File: config.mk
export PLATFORM = sky130hd
export DESIGN_NAME = td4_core_p_flat
export DESIGN_NICKNAME = d
export VERILOG_FILES = /design/src/rtl/td4_core_p_pkg.sv /design/src/rtl/td4_core_p_if.sv /design/src/rtl/td4_core_p_decode.sv /design/src/rtl/td4_core_p.sv /design/src/flat_wrapper.sv
export SDC_FILE = /design/constraint.sdc
export NUM_CORES = 1
export LEC_CHECK = 0
export BUFFER_PORTS_ARGS = -buffer_cell sky130_fd_sc_hd__clkbuf_2
export CAP_MARGIN = 25
export CORE_MARGIN = 2
export CORE_UTILIZATION = 57
export DETAILED_ROUTE_END_ITERATION = 10
export PLACE_DENSITY = 0.87
export SYNTH_ARGS = -nofsm -noshare
export SYNTH_HDL_FRONTEND = slang
export SYNTH_SLANG_ARGS = --single-unit
File: constraint.sdc
create_clock -name clk -period 3.9 [get_ports clk]
set_input_delay 0.195 -clock clk [delete_from_list [all_inputs] [get_ports clk]]
set_output_delay 0.195 -clock clk [all_outputs]
set_load 0.005 [all_outputs]
File: src/rtl/td4_core_p_pkg.sv
// rtl/td4_core_p_pkg.sv - shared opcodes, selectors and FSM state type for the TD4 core
package td4_pkg;

  // Opcodes; every executing instruction computes dest <- src + imm.
  localparam logic [3:0] OP_ADDA  = 4'b0000;
  localparam logic [3:0] OP_MOVAB = 4'b0001;
  localparam logic [3:0] OP_INA   = 4'b0010;
  localparam logic [3:0] OP_MOVAI = 4'b0011;
  localparam logic [3:0] OP_MOVBA = 4'b0100;
  localparam logic [3:0] OP_ADDB  = 4'b0101;
  localparam logic [3:0] OP_INB   = 4'b0110;
  localparam logic [3:0] OP_MOVBI = 4'b0111;
  localparam logic [3:0] OP_HLT   = 4'b1000;
  localparam logic [3:0] OP_OUTB  = 4'b1001;
  localparam logic [3:0] OP_OUTI  = 4'b1011;
  localparam logic [3:0] OP_JNC   = 4'b1110;
  localparam logic [3:0] OP_JMP   = 4'b1111;

  // ALU source operand selector.
  localparam logic [1:0] SRC_A    = 2'd0;
  localparam logic [1:0] SRC_B    = 2'd1;
  localparam logic [1:0] SRC_IN   = 2'd2;
  localparam logic [1:0] SRC_ZERO = 2'd3;

  // Bit positions in the load-enable vector.
  localparam int LD_A   = 0;
  localparam int LD_B   = 1;
  localparam int LD_OUT = 2;
  localparam int LD_PC  = 3;

  typedef enum logic [1:0] {
    ST_IDLE  = 2'd0,
    ST_FETCH = 2'd1,
    ST_EXEC  = 2'd2
  } state_t;

  // Instruction word width: 4-bit opcode above a W-bit immediate.
  function automatic int instr_w(input int w);
    return w + 4;
  endfunction

endpackage

File: src/rtl/td4_core_p_if.sv
// rtl/td4_core_p_if.sv - instruction-memory fetch handshake between core and program store
interface td4_core_p_if #(
  parameter int W = 4
);
  logic                             imem_req;
  logic [W-1:0]                     imem_addr;
  logic                             imem_ack;
  logic [td4_pkg::instr_w(W)-1:0]   imem_data;

  modport master (
    output imem_req,
    output imem_addr,
    input  imem_ack,
    input  imem_data
  );

  modport slave (
    input  imem_req,
    input  imem_addr,
    output imem_ack,
    output imem_data
  );
endinterface

File: src/rtl/td4_core_p_decode.sv
// rtl/td4_core_p_decode.sv - combinational TD4 opcode decoder
module td4_decode
  import td4_pkg::*;
(
  input  logic [3:0] op_i,
  input  logic       carry_i,
  output logic [1:0] src_sel_o,
  output logic [3:0] ld_o,
  output logic       is_hlt_o,
  output logic       is_nop_o
);

  // Map opcode (and carry, for JNC) to source select and destination loads.
  always_comb begin
    src_sel_o = SRC_ZERO;
    ld_o      = '0;
    is_hlt_o  = 1'b0;
    is_nop_o  = 1'b0;
    case (op_i)
      OP_ADDA:  begin src_sel_o = SRC_A;    ld_o[LD_A]   = 1'b1; end
      OP_MOVAB: begin src_sel_o = SRC_B;    ld_o[LD_A]   = 1'b1; end
      OP_INA:   begin src_sel_o = SRC_IN;   ld_o[LD_A]   = 1'b1; end
      OP_MOVAI: begin src_sel_o = SRC_ZERO; ld_o[LD_A]   = 1'b1; end
      OP_MOVBA: begin src_sel_o = SRC_A;    ld_o[LD_B]   = 1'b1; end
      OP_ADDB:  begin src_sel_o = SRC_B;    ld_o[LD_B]   = 1'b1; end
      OP_INB:   begin src_sel_o = SRC_IN;   ld_o[LD_B]   = 1'b1; end
      OP_MOVBI: begin src_sel_o = SRC_ZERO; ld_o[LD_B]   = 1'b1; end
      OP_OUTB:  begin src_sel_o = SRC_B;    ld_o[LD_OUT] = 1'b1; end
      OP_OUTI:  begin src_sel_o = SRC_ZERO; ld_o[LD_OUT] = 1'b1; end
      OP_JMP:   begin src_sel_o = SRC_ZERO; ld_o[LD_PC]  = 1'b1; end
      // 0+imm never overflows, so carry is always cleared whether or not the jump is taken.
      OP_JNC:   begin src_sel_o = SRC_ZERO; ld_o[LD_PC]  = ~carry_i; end
      OP_HLT:   is_hlt_o = 1'b1;
      default:  is_nop_o = 1'b1;
    endcase
  end

endmodule

File: src/rtl/td4_core_p.sv
// rtl/td4_core_p.sv - width-generic TD4 core with fetch handshake and run/step/halt control
module td4_core_p
  import td4_pkg::*;
#(
  parameter int           W        = 4,
  parameter logic [W-1:0] RESET_PC = '0
) (
  input  logic              clk,
  input  logic              reset,
  input  logic              run,
  input  logic              step,
  td4_core_p_if.master      imem,
  input  logic [W-1:0]      inp,
  output logic [W-1:0]      outp,
  output logic [W-1:0]      pc,
  output logic              carry,
  output logic              halted
);

  localparam int           IW    = instr_w(W);
  localparam logic [W-1:0] PC_ONE = {{(W-1){1'b0}}, 1'b1};

  state_t         state_q, state_d;
  logic           tok_q, tok_d;
  logic [IW-1:0]  ir_q;
  logic [W-1:0]   a_q, b_q, out_q, pc_q;
  logic           carry_q;

  logic [3:0]     op;
  logic [W-1:0]   imm;
  logic [1:0]     src_sel;
  logic [3:0]     ld;
  logic           is_hlt, is_nop;
  logic [W-1:0]   src;
  logic [W:0]     sum;
  logic [W-1:0]   pc_inc;

  assign op     = ir_q[IW-1:W];
  assign imm    = ir_q[W-1:0];
  assign pc_inc = pc_q + PC_ONE;

  td4_decode u_decode (
    .op_i      (op),
    .carry_i   (carry_q),
    .src_sel_o (src_sel),
    .ld_o      (ld),
    .is_hlt_o  (is_hlt),
    .is_nop_o  (is_nop)
  );

  // ALU source mux; inp is sampled live during EXEC.
  always_comb begin
    src = '0;
    case (src_sel)
      SRC_A:   src = a_q;
      SRC_B:   src = b_q;
      SRC_IN:  src = inp;
      default: src = '0;
    endcase
  end

  assign sum = {1'b0, src} + {1'b0, imm};

  // Next-state logic; a step token forces a halt after its single instruction even if run rises meanwhile.
  always_comb begin
    state_d = state_q;
    tok_d   = tok_q;
    case (state_q)
      ST_IDLE: begin
        if (run || step) begin
          state_d = ST_FETCH;
          tok_d   = ~run;
        end
      end
      ST_FETCH: begin
        if (imem.imem_ack) state_d = ST_EXEC;
      end
      ST_EXEC: begin
        if (run && !is_hlt && !tok_q) begin
          state_d = ST_FETCH;
        end else begin
          state_d = ST_IDLE;
          tok_d   = 1'b0;
        end
      end
      default: begin
        state_d = ST_IDLE;
        tok_d   = 1'b0;
      end
    endcase
  end

  // FSM state and step-token registers.
  always_ff @(posedge clk or negedge reset) begin
    if (!reset) begin
      state_q <= ST_IDLE;
      tok_q   <= 1'b0;
    end else begin
      state_q <= state_d;
      tok_q   <= tok_d;
    end
  end

  // Instruction capture on ack and single-edge commit of registers, pc and carry in EXEC.
  always_ff @(posedge clk or negedge reset) begin
    if (!reset) begin
      ir_q    <= '0;
      a_q     <= '0;
      b_q     <= '0;
      out_q   <= '0;
      pc_q    <= RESET_PC;
      carry_q <= 1'b0;
    end else begin
      if (state_q == ST_FETCH && imem.imem_ack) ir_q <= imem.imem_data;
      if (state_q == ST_EXEC) begin
        if (ld[LD_A])   a_q   <= sum[W-1:0];
        if (ld[LD_B])   b_q   <= sum[W-1:0];
        if (ld[LD_OUT]) out_q <= sum[W-1:0];
        pc_q <= ld[LD_PC] ? sum[W-1:0] : pc_inc;
        if (!is_hlt && !is_nop) carry_q <= sum[W];
      end
    end
  end

  // Request follows the registered state, so an async reset drops it immediately.
  assign imem.imem_req  = (state_q == ST_FETCH);
  assign imem.imem_addr = pc_q;
  assign outp           = out_q;
  assign pc             = pc_q;
  assign carry          = carry_q;
  assign halted         = (state_q == ST_IDLE);

endmodule

File: src/flat_wrapper.sv
// flat-port wrapper written by rule: the top's interface ports become plain ports
module td4_core_p_flat import td4_pkg::*;
#(
  parameter int           W        = 4,
  parameter logic [W-1:0] RESET_PC = '0
)
  (clk, reset, run, step, inp, outp, pc, carry, halted, imem_imem_req, imem_imem_addr, imem_imem_ack, imem_imem_data);
  td4_core_p_if #(.W(W)) imem_i ();
  input  logic clk;
  input  logic reset;
  input  logic run;
  input  logic step;
  input  logic [W-1:0] inp;
  output logic [W-1:0] outp;
  output logic [W-1:0] pc;
  output logic carry;
  output logic halted;
  output wire logic [$bits(imem_i.imem_req)-1:0] imem_imem_req;
  output wire logic [$bits(imem_i.imem_addr)-1:0] imem_imem_addr;
  input wire logic [$bits(imem_i.imem_ack)-1:0] imem_imem_ack;
  input wire logic [$bits(imem_i.imem_data)-1:0] imem_imem_data;
  assign imem_imem_req = imem_i.imem_req;
  assign imem_imem_addr = imem_i.imem_addr;
  assign imem_i.imem_ack = imem_imem_ack;
  assign imem_i.imem_data = imem_imem_data;
  td4_core_p #(.W(W), .RESET_PC(RESET_PC)) u_core (.clk(clk), .reset(reset), .run(run), .step(step), .imem(imem_i), .inp(inp), .outp(outp), .pc(pc), .carry(carry), .halted(halted));
endmodule
Yosys cells after proc, flatten, opt, wreduce, memory -nomap -nowiden:

Cells that the tools add are included.

* add/sub/neg operators: 2
* multipliers: 0
* divide/modulo/power cells: 0
* $lt $le $gt $ge: 0
* equality and inequality tests: 19
* shift-type cells: 0
* muxes and demuxes: 15
* bitwise logic cells: 3
* reductions and logical operators: 23

Operators with widths (number)
* 4-bit == test, second input constant: 5
* 4-bit by 3-bit == test with 1-bit output, second input constant: 4
* 13-bit OR reduction: 1
* 2-bit case mux with 3 select lines: 2
* 4-bit case mux with 3 select lines: 1
* 2-bit AND reduction: 5
* 4-bit by 2-bit == test with 1-bit output, second input constant: 2
* 4-bit OR reduction: 2
* 1-bit 2-to-1 mux: 7
* 2-bit OR reduction: 3
* 4-bit by 4-bit adder with 5-bit output: 1
* 4-bit by 1-bit adder with 4-bit output, second input constant: 1
* 2-bit by 1-bit == test with 1-bit output, second input constant: 2
* 2-bit == test, second input constant: 2
* 4-bit by 1-bit == test with 1-bit output, second input constant: 1
* 1-bit logical AND: 4
* 2-bit logical NOT: 2
* 4-bit logical NOT: 1
* 2-bit 2-to-1 mux: 2
* 4-bit 2-to-1 mux: 1
* 2-bit by 1-bit != test with 1-bit output, second input constant: 2
* 1-bit inverter: 3
* 1-bit case mux with 3 select lines: 1
* 3-bit AND reduction: 1
* other kinds (5): 6

* bits in registers: 28
* bits in latches: 0
* RAM bits: 0
* ROM bits: 0
* output and inout bits: 15
* word-level logic and storage cells: 70
* memories: 0

Depth between registers and ports, before layout:

Gate-level depths: netlist of the first run.

* depth in word-level cells: 7
* depth in mapped cells: 9
* depth with buffers taken out: 9

Cells and area by module:

Synthesis of the first run repeated with hierarchy kept, for this count alone.

* cell total of the unflattened synthesis: 145
* area total of the unflattened synthesis: 1470.2 um^2

By module, submodules not included
* td4_core_p: times used 1, cells each 132, area each 1385.1 um^2, seq. area each 700.7 um^2
* td4_decode: times used 1, cells each 13, area each 85.1 um^2, seq. area each 0.0 um^2

Least setup slack after synthesis of the first run:

Ideal clock, no wire load.

* path kind: reg2reg
* start point: reg u_core.ir_q[6]
* end point: reg u_core.pc_q[3], in the netlist u_core.imem.imem_addr[3]
* library setup time: 0.126 ns
* arrival: 2.162 ns
* setup slack: 1.612 ns
* stages on the path, launching flop included: 10
* buffers on the path: 1
* period minus slack after synthesis: 2.288 ns
* cells stage by stage: dfrtp_1 buf_2 a211oi_1 nand2_1 o21ai_0 ha_1 a21o_1 a21oi_1 xnor2_1 a221o_2

* word-level cells in the longest chain between the ends: 7

RTL lines
* start, declared: RTL line td4_core_p.sv:25 `logic [IW-1:0] ir_q;`
* start signal, assigned: RTL line td4_core_p.sv:114 `if (state_q == ST_FETCH && imem.imem_ack) ir_q <= imem.imem_data;`
* 4-bit == test, or another cell as far along: RTL line td4_core_p_decode.sv:19 `case (op_i)`
* 3-bit OR reduction (no line) / 2-bit OR reduction (equally long branches)
* 2-bit case mux with 3 select lines: RTL line td4_core_p_decode.sv:19
* 2-bit == test, or another cell as far along: RTL line td4_core_p.sv:54 `case (src_sel)`
* 4-bit case mux with 3 select lines: RTL line td4_core_p.sv:54
* 4-bit by 4-bit adder with 5-bit output: RTL line td4_core_p.sv:62 `assign sum = {1'b0, src} + {1'b0, imm};`
* 4-bit 2-to-1 mux *: RTL line td4_core_p.sv:119 `pc_q <= ld[LD_PC] ? sum[W-1:0] : pc_inc;`
* end signal, assigned: RTL line td4_core_p.sv:119
* end, declared: RTL line td4_core_p.sv:26 `logic [W-1:0] a_q, b_q, out_q, pc_q;`

Mark *: on every way between the ends. The rest lies on a longest branch, timed or not.
A chain may end at the register's enable or synchronous reset.

Worst setup path after layout of the first run:

* start point: reg u_core.ir_q[7]
* end point: reg u_core.pc_q[3], in the netlist u_core.imem.imem_addr[3]

The elaborated chain is that of the path after synthesis.

==> impl_results.md, run 1 <==
- Slew Limit Fails: 0
- Via density: 5.52
- Final Hold Violating Endpoints: 0
- Maximum vdd drop: 0.599 mV
- Power Dens Cells: 804 nW/um2
- Placement-stage cell area: 1590 um2
- CTS tree: done
- Crit path cell chain: a211oi_1, nand2_1, o21ai_0, ha_1, a21o_1, a21oi_1, xnor2_1, a221o_2
- Worst skew pair latency: 0.33 ns
- Post-synthesis net count: 150
- Setup CP Type: reg -> reg
- Final setup violating endpoints: 0
- Dpl hpwl: 2240 um
- Core Area: 2450 um2
- Core Util, Final: 0.663
- Worst setup SP type: register
- Final non-filler cell area: 1630 um2
- Setup Buffers After CTS: 0
- Length of routed wiring on met1: 1140 um
- Hold Crit Class: in -> reg
- Die Width: 54.6 um
- Fmax: 0.393 GHz
- Area grow syn2layout: 11.6%
- DR iter-0 viols: 11
- Detailed Route WL: 2800 um
- Clock Path Buffers: 2
- Setup tns final: 0 ns
- Max FO, Critical Path: 9
- Root Buffer: clkbuf_4
- Routed length on met2: 1510 um
- Worst-path clk slew: 0.15 ns
- WHS: 0.0279 ns
- CTS buffer count: 3
- Met3 wire length: 113 um
- First-pass DRT Iterations: 4
- Layout cells sized above 1: 0.370
- Maxcap violations: 0
- EDFF count, synth: 0
- Total power: 1.31 mW
- Main synth FF type: dfrtp_1
- Setup crit end kind: register
- Total vias in the final route: 1015
- Largest net degree at the start of global routing: 29
- Chip height: 54.6 um
- Post-route insts no fill: 184
- PnR worst setup slack: 1.35 ns
- Critical Path AT: 2.77 ns
- Vias in the first global route: 1004
- Fill cells: 199
- Htree depth: 1
- Status: completed
- Die area: 2980 um2
- Number of routed nets with antenna violations: 0
- GPL Wtd Cong: 0.887
- WP data required: 4.12 ns
- # DRC: 0
- Rel. slew slack: 0.532
- Avg Inst Size Synth: 11.5 um2
- Placed Cells: 180
- # IOs: 32
- Synth cell types: 32
- Gr usage total: 0.220
- Num Clock Sinks: 28
- Fin nets: 179
- Max stage delay on crit path: 0.53 ns
- Pre-CTS setup slack: 1.39 ns
- Initial antenna violation count: 0
- Top cell type's share of synthesized area: 0.481
- Sequential area share after synthesis: 0.481
- FFs w/ async S/R, synth: 1.00
- Post-synthesis cell area: 1460 um2
- Post-synthesis instance total: 127
- Diodes inserted: 0
- Top sig layer: met4
- Site Rows: 18
- Synth area leaders: dfrtp_1, mux2_2, ha_1, mux2i_1, a21oi_1
- Reg area: 701 um2
- Warnings, synthesis: 0
- Port bufs: 31
- Final period util: 0.653
- Post-CTS resize count: 0
- Tmin final: 2.55 ns
- CP max-delay cell: dfrtp_1
- LEAKAGE: 0.775 nW
- Worst Max-Slew Pin Slew: 0.702 ns
- Synth Register Bits: 28
- First-pass GRT wire length: 4580 um
- Unrepaired setup endpoints after global routing: no
- Setup Skew: 0.0128 ns
- Initial Utilization: 0.594
- Hold Buf Count CTS: 1
- Footprint of the multi-input gates: 686 um2
- Post-synth top area cell: dfrtp_1
- Routed WL per cell: 15.2 um
- GRT overflow: 0
-- state kept, by name, indices dropped and copies added (netlist names) --
register,count
u_core.ir_q,8
u_core.a_q,4
u_core.b_q,4
u_core.imem.imem_addr,4
u_core.outp,4
u_core.state_q,2
u_core.carry,1
u_core.tok_q,1
-- metal layers --
metal | up-vias | track usage
met5 | - | 0
met4 | 0 | 0.0625
met3 | 4 | 0.0355
met2 | 29 | 0.400
met1 | 479 | 0.268
li1 | 503 | -
-- cell usage after synthesis, types with 2 or more instances --
cell type	n
a21o_1	2
mux2_2	17
nand2_1	10
buf_4	4
xnor2_1	2
mux2i_1	6
nor2_1	7
inv_1	4
dfrtp_1	28
ha_1	5
nand3_1	4
buf_2	3
a211oi_1	2
a21oi_1	9
o21ai_0	6
or2_2	2
-- worst paths after layout --
kind | slack, ns | endpoint | cells after the start | from
worst max-delay path | 1.35 | u_core.imem.imem_addr[3] | 8 | u_core.ir_q[7]
worst min-delay path | 0.03 | u_core.state_q[0] | 2 | imem_imem_ack
worst max register to register | 1.35 | u_core.imem.imem_addr[3] | 8 | u_core.ir_q[7]
worst min register to register | 0.49 | u_core.outp[2] | 2 | u_core.outp[2]
max in group asynchronous | 3.02 | u_core.a_q[0] | 2 | reset
min in group asynchronous | 0.42 | u_core.ir_q[3] | 2 | reset
-- cell families (layout without fill, tap and decap cells) --
group,Yosys count,in the layout,share of synthesized area
buf+inv,12,39,0.0489
flops,28,28,0.481
fa+ha+maj,6,6,0.0567
compound gates,25,25,0.109
xor+xnor,2,2,0.0120
simple gates,31,31,0.120
mux,23,23,0.173
-- report_power, final --
group | switching, mW | internal (mW) | total (mW)
logic | 0.321 | 0.310 | 0.632
registers | 0.138 | 0.421 | 0.558
clock network | 0.0822 | 0.0362 | 0.118
total | 0.541 | 0.767 | 1.31
-- placed cells by master, fill, tap and decap left out, types with 2 or more instances in the layout --
master    count
mux2_2       17
dfrtp_1      28
mux2i_1       6
o21ai_0       6
nor2_1        7
ha_1          5
clkbuf_4      3
xnor2_1       2
nand2_1      10
clkbuf_2     31
a211oi_1      2
or2_2         2
a21o_1        2
inv_1         4
a21oi_1       9
nand3_1       4
-- worst max-delay path, delay by kind of cell (launching register included) --
| family | cells | cell delay, ns |
|---|---|---|
| xor gates and xnor gates | 1 | 0.14 |
| AOI/OAI and AO/OA | 5 | 1.34 |
| and+or+nand+nor | 1 | 0.11 |
| adders and majority gates | 1 | 0.32 |
| DFF | 1 | 0.53 |
-- cell type report --
cell class / count / share of cell area
inverter: 4 / 0.00923
timing repair buffer: 32 / 0.102
multi-input combinational: 87 / 0.422
sequential: 28 / 0.431
tap: 30 / 0.0231
clock buffer: 3 / 0.0138
No activity file was read; power rests on OpenSTA's default activity.
==> run 2: changes to the inputs <==
Settings changed: ABC_AREA set to 1, CORE_UTILIZATION 57 to 48, PLACE_DENSITY 0.87 to 0.79.
Clock period 3.9 ns to 2.1 ns, I/O delays scaled along.
==> impl_results.md, run 2 <==
- PnR worst setup slack: 0.0712 ns (-1.28 ns)
- First-pass GRT wire length: 5290 um (+16%)
- Area grow syn2layout: 25.5%
- Initial Utilization: 0.496 (-0.0980)
- Worst skew pair latency: 0.34 ns (about the same)
- Worst Max-Slew Pin Slew: 0.678 ns (-0.0234 ns)
- Layout cells sized above 1: 0.293 (-0.0768)
- Reg-to-reg endpoint: u_core.carry
- Main synth FF type: dfrtp_1
- Setup crit end kind: register
- Largest Register: u_core.ir_q
- Post-synthesis cell area: 1480 um2 (+1.3%)
- Seq pwr share: 0.346 (-0.081)
- Final period util: 0.966 (+0.313)
- Power Dens Cells: 1610 nW/um2 (+100%)
- Clock Path Buffers: 2 (unchanged)
- Worst setup SP type: register
- CTS tree: done
- Setup CP Type: reg -> reg
- DR iter-0 viols: 64 (+53)
- Worst r2r src: u_core.ir_q[4]
- Warnings, synthesis: 0 (unchanged)
- LEAKAGE: 0.965 nW (+25%)
- Tmin final: 2.03 ns (-0.519 ns)
- # IOs: 32 (unchanged)
- Post-route insts no fill: 258 (+40%)
- Clk pwr share: 0.089 (-0.002)
- Post-synthesis net count: 204 (+36%)
- Hold depth: 3 (+1)
- Sequential area share after synthesis: 0.475 (-0.00611)
- Post-synth top area cell: dfrtp_1
- Gr usage total: 0.194 (-0.0260)
- Detailed Route WL: 3180 um (+14%)
- Core Area: 2980 um2 (+21%)
- Slew Limit Fails: 0 (unchanged)
- Via density: 5.17 (-6.2%)
- Synth top cells by count: nand2_1, dfrtp_1, nand3_1, o21ai_0
- Maxcap violations: 0 (unchanged)
- Most common cell after layout, fill and taps aside: nand2_1
- Fin nets: 249 (+39%)
- Most frequent cell after synthesis: nand2_1
- Post-synthesis instance total: 181 (+43%)
- Hold_sp: step
- WP data required: 2.34 ns (-1.78 ns)
- Fmax: 0.493 GHz (+26%)
- Combinational share of power: 0.565 (+0.082)
- Chip height: 59.5 um (+9.0%)
- Number of routed nets with antenna violations: 0 (unchanged)
- Switching fraction of total power: 0.457 (+0.0431)
- Reg area: 702 um2 (+0.18%)
- Worst-path clk slew: 0.15 ns (about the same)
- Die Width: 59.5 um (+9.0%)
- R2R cell count: 10 (+2)
- Dpl hpwl: 2190 um (-2.0%)
- Setup Skew: 0.00678 ns (-0.00597 ns)
- Final Hold Violating Endpoints: 0 (unchanged)
- Rel. slew slack: 0.548 (+0.0156)
- Pre-CTS setup slack: -0.0186 ns (-1.41 ns)
- GPL Wtd Cong: 0.867 (-2.4%)
- Diodes inserted: 0 (unchanged)
- Synth Register Bits: 28 (unchanged)
- Synth cell types: 25 (-22%)
- Final setup violating endpoints: 0 (unchanged)
- Critical path startpoint: u_core.ir_q[4]
- Critical Path AT: 2.27 ns (-0.50 ns)
- Sw power: 1.36 mW (+150%)
- Fill cells: 253 (+27%)
- Htree depth: 1 (unchanged)
- Footprint of the multi-input gates: 724 um2 (+5.7%)
- Initial antenna violation count: 0 (unchanged)
- First-pass DRT Iterations: 4 (unchanged)
- Worst setup endpoint: u_core.carry
- Max reg flops: 8 (unchanged)
- Hold Crit Class: in -> reg
- Max FO, Critical Path: 5 (-4)
- Most frequent cells in the layout: nand2_1, clkbuf_2, dfrtp_1
- Num Clock Sinks: 28 (unchanged)
- Status: completed
- Top cell type's share of synthesized area: 0.475 (-0.00611)
- Synth area leaders: dfrtp_1, nand2_1, nand3_1, ha_1, o21ai_0
- Avg Inst Size Synth: 8.16 um2 (-29%)
- Routed WL per cell: 12.3 um (-19%)
- Total vias in the final route: 1335 (+32%)
- GRT overflow: 0 (unchanged)
- Placed Cells: 243 (+35%)
- FFs w/ async S/R, synth: 1.00 (unchanged)
- CTS buffer count: 3 (unchanged)
- Vias in the first global route: 1278 (+27%)
- Reg2reg setup slack: 0.07 ns (-1.28 ns)
- Port bufs: 31 (unchanged)
- Root Buffer: clkbuf_4
- Site Rows: 20 (+2)
- EDFF count, synth: 0 (unchanged)
- Total power: 2.98 mW (+130%)
- Largest net degree at the start of global routing: 29 (unchanged)
- Maximum vdd drop: 0.718 mV (+20%)
- # DRC: 0 (unchanged)
- Die area: 3540 um2 (+19%)
- Internal Power: 1.62 mW (+110%)
[run 2: cell count changes in the layout (fill, tap and decap cells not counted), sizes merged, moves of 4 or more]
cell         change
mux2i            -6
mux2            -17
buf              +5
nand3           +10
nand2           +54
o21ai           +11
nor2             +4
inv             +12
dlygate4sd3      +8
[run 2: final cells by class]
| class | count | share of cell area |
|---|---|---|
| Clock buffer | 4 | 0.0196 |
| Inverter | 17 | 0.0358 |
| Multi-Input combinational cell | 131 | 0.391 |
| Sequential cell | 28 | 0.379 |
| Timing Repair Buffer | 45 | 0.153 |
| Tap cell | 33 | 0.0223 |
[run 2: cell families after synthesis]
logic type,share of synthesized area
AND/OR/NAND/NOR,0.285
XOR/XNOR,0.0119
adder cells (fa/ha/maj),0.0559
buffers and inverters,0.0712
AO/OA/AOI/OAI,0.102
flip-flops,0.475
[run 2: metal layers]
layer / routed length (um) / global-route usage / part of all wire
met3: 131 / 0.0197 / 0.041
met1: 1440 / 0.268 / 0.45
met5: 0 / 0 / 0
met2: 1560 / 0.322 / 0.49
met4: 46 / 0.0617 / 0.014
[run 2: critical path, stage by stage, from the launching register on]
cell and delay (ns):
dfrtp_2 0.49, inv_4 0.09, nor3_1 0.05, buf_4 0.15, nand2_1 0.06, nand3_1 0.08, ha_2 0.20, fa_2 0.41
a21o_1 0.19, a21oi_1 0.12, o21ai_0 0.08
[run 2: timing repair]
item / in CTS / in global routing
resized for setup: 2 / 17
hold buffers: 9 / 0
setup buffers: 0 / 2
endpoints found under the setup margin: 8 / 11
endpoints found under the hold margin: 36 / 0
pin swaps: 0 / 5
[run 2: power by group through the flow]
stage	logic [mW]	clock network (mW)	registers, mW
after floorplan	1.02	0	0.986
after global placement	1.37	0	1.02
after detailed placement	1.40	0	1.02
after CTS	1.46	0.277	1.02
after global routing	1.90	0.297	1.07
final	1.68	0.267	1.03
[run 2: through the flow]
step / cell area, um2 / setup TNS [ns] / utilization / hold WS (ns)
2_1_floorplan: 1480 / 0 / - / -0.191
3_3_place_gp: 1650 / -0.0872 / 0.555 / 0.186
3_5_place_dp: 1650 / -0.0405 / 0.555 / 0.186
4_1_cts: 1790 / 0 / 0.602 / 0.00343
5_1_grt: 1850 / -0.0591 / 0.622 / 0.0168
6_report: 1850 / 0 / 0.622 / 0.0110
[run 2: worst min-delay path by stage]
stage	end	slack, ns
final	u_core.tok_q	0.01
after global routing	u_core.tok_q	0.02
after CTS	u_core.tok_q	0.003
after detailed placement	u_core.ir_q[2]	0.19
after global placement	u_core.ir_q[2]	0.19
after floorplan	u_core.a_q[0]	-0.19
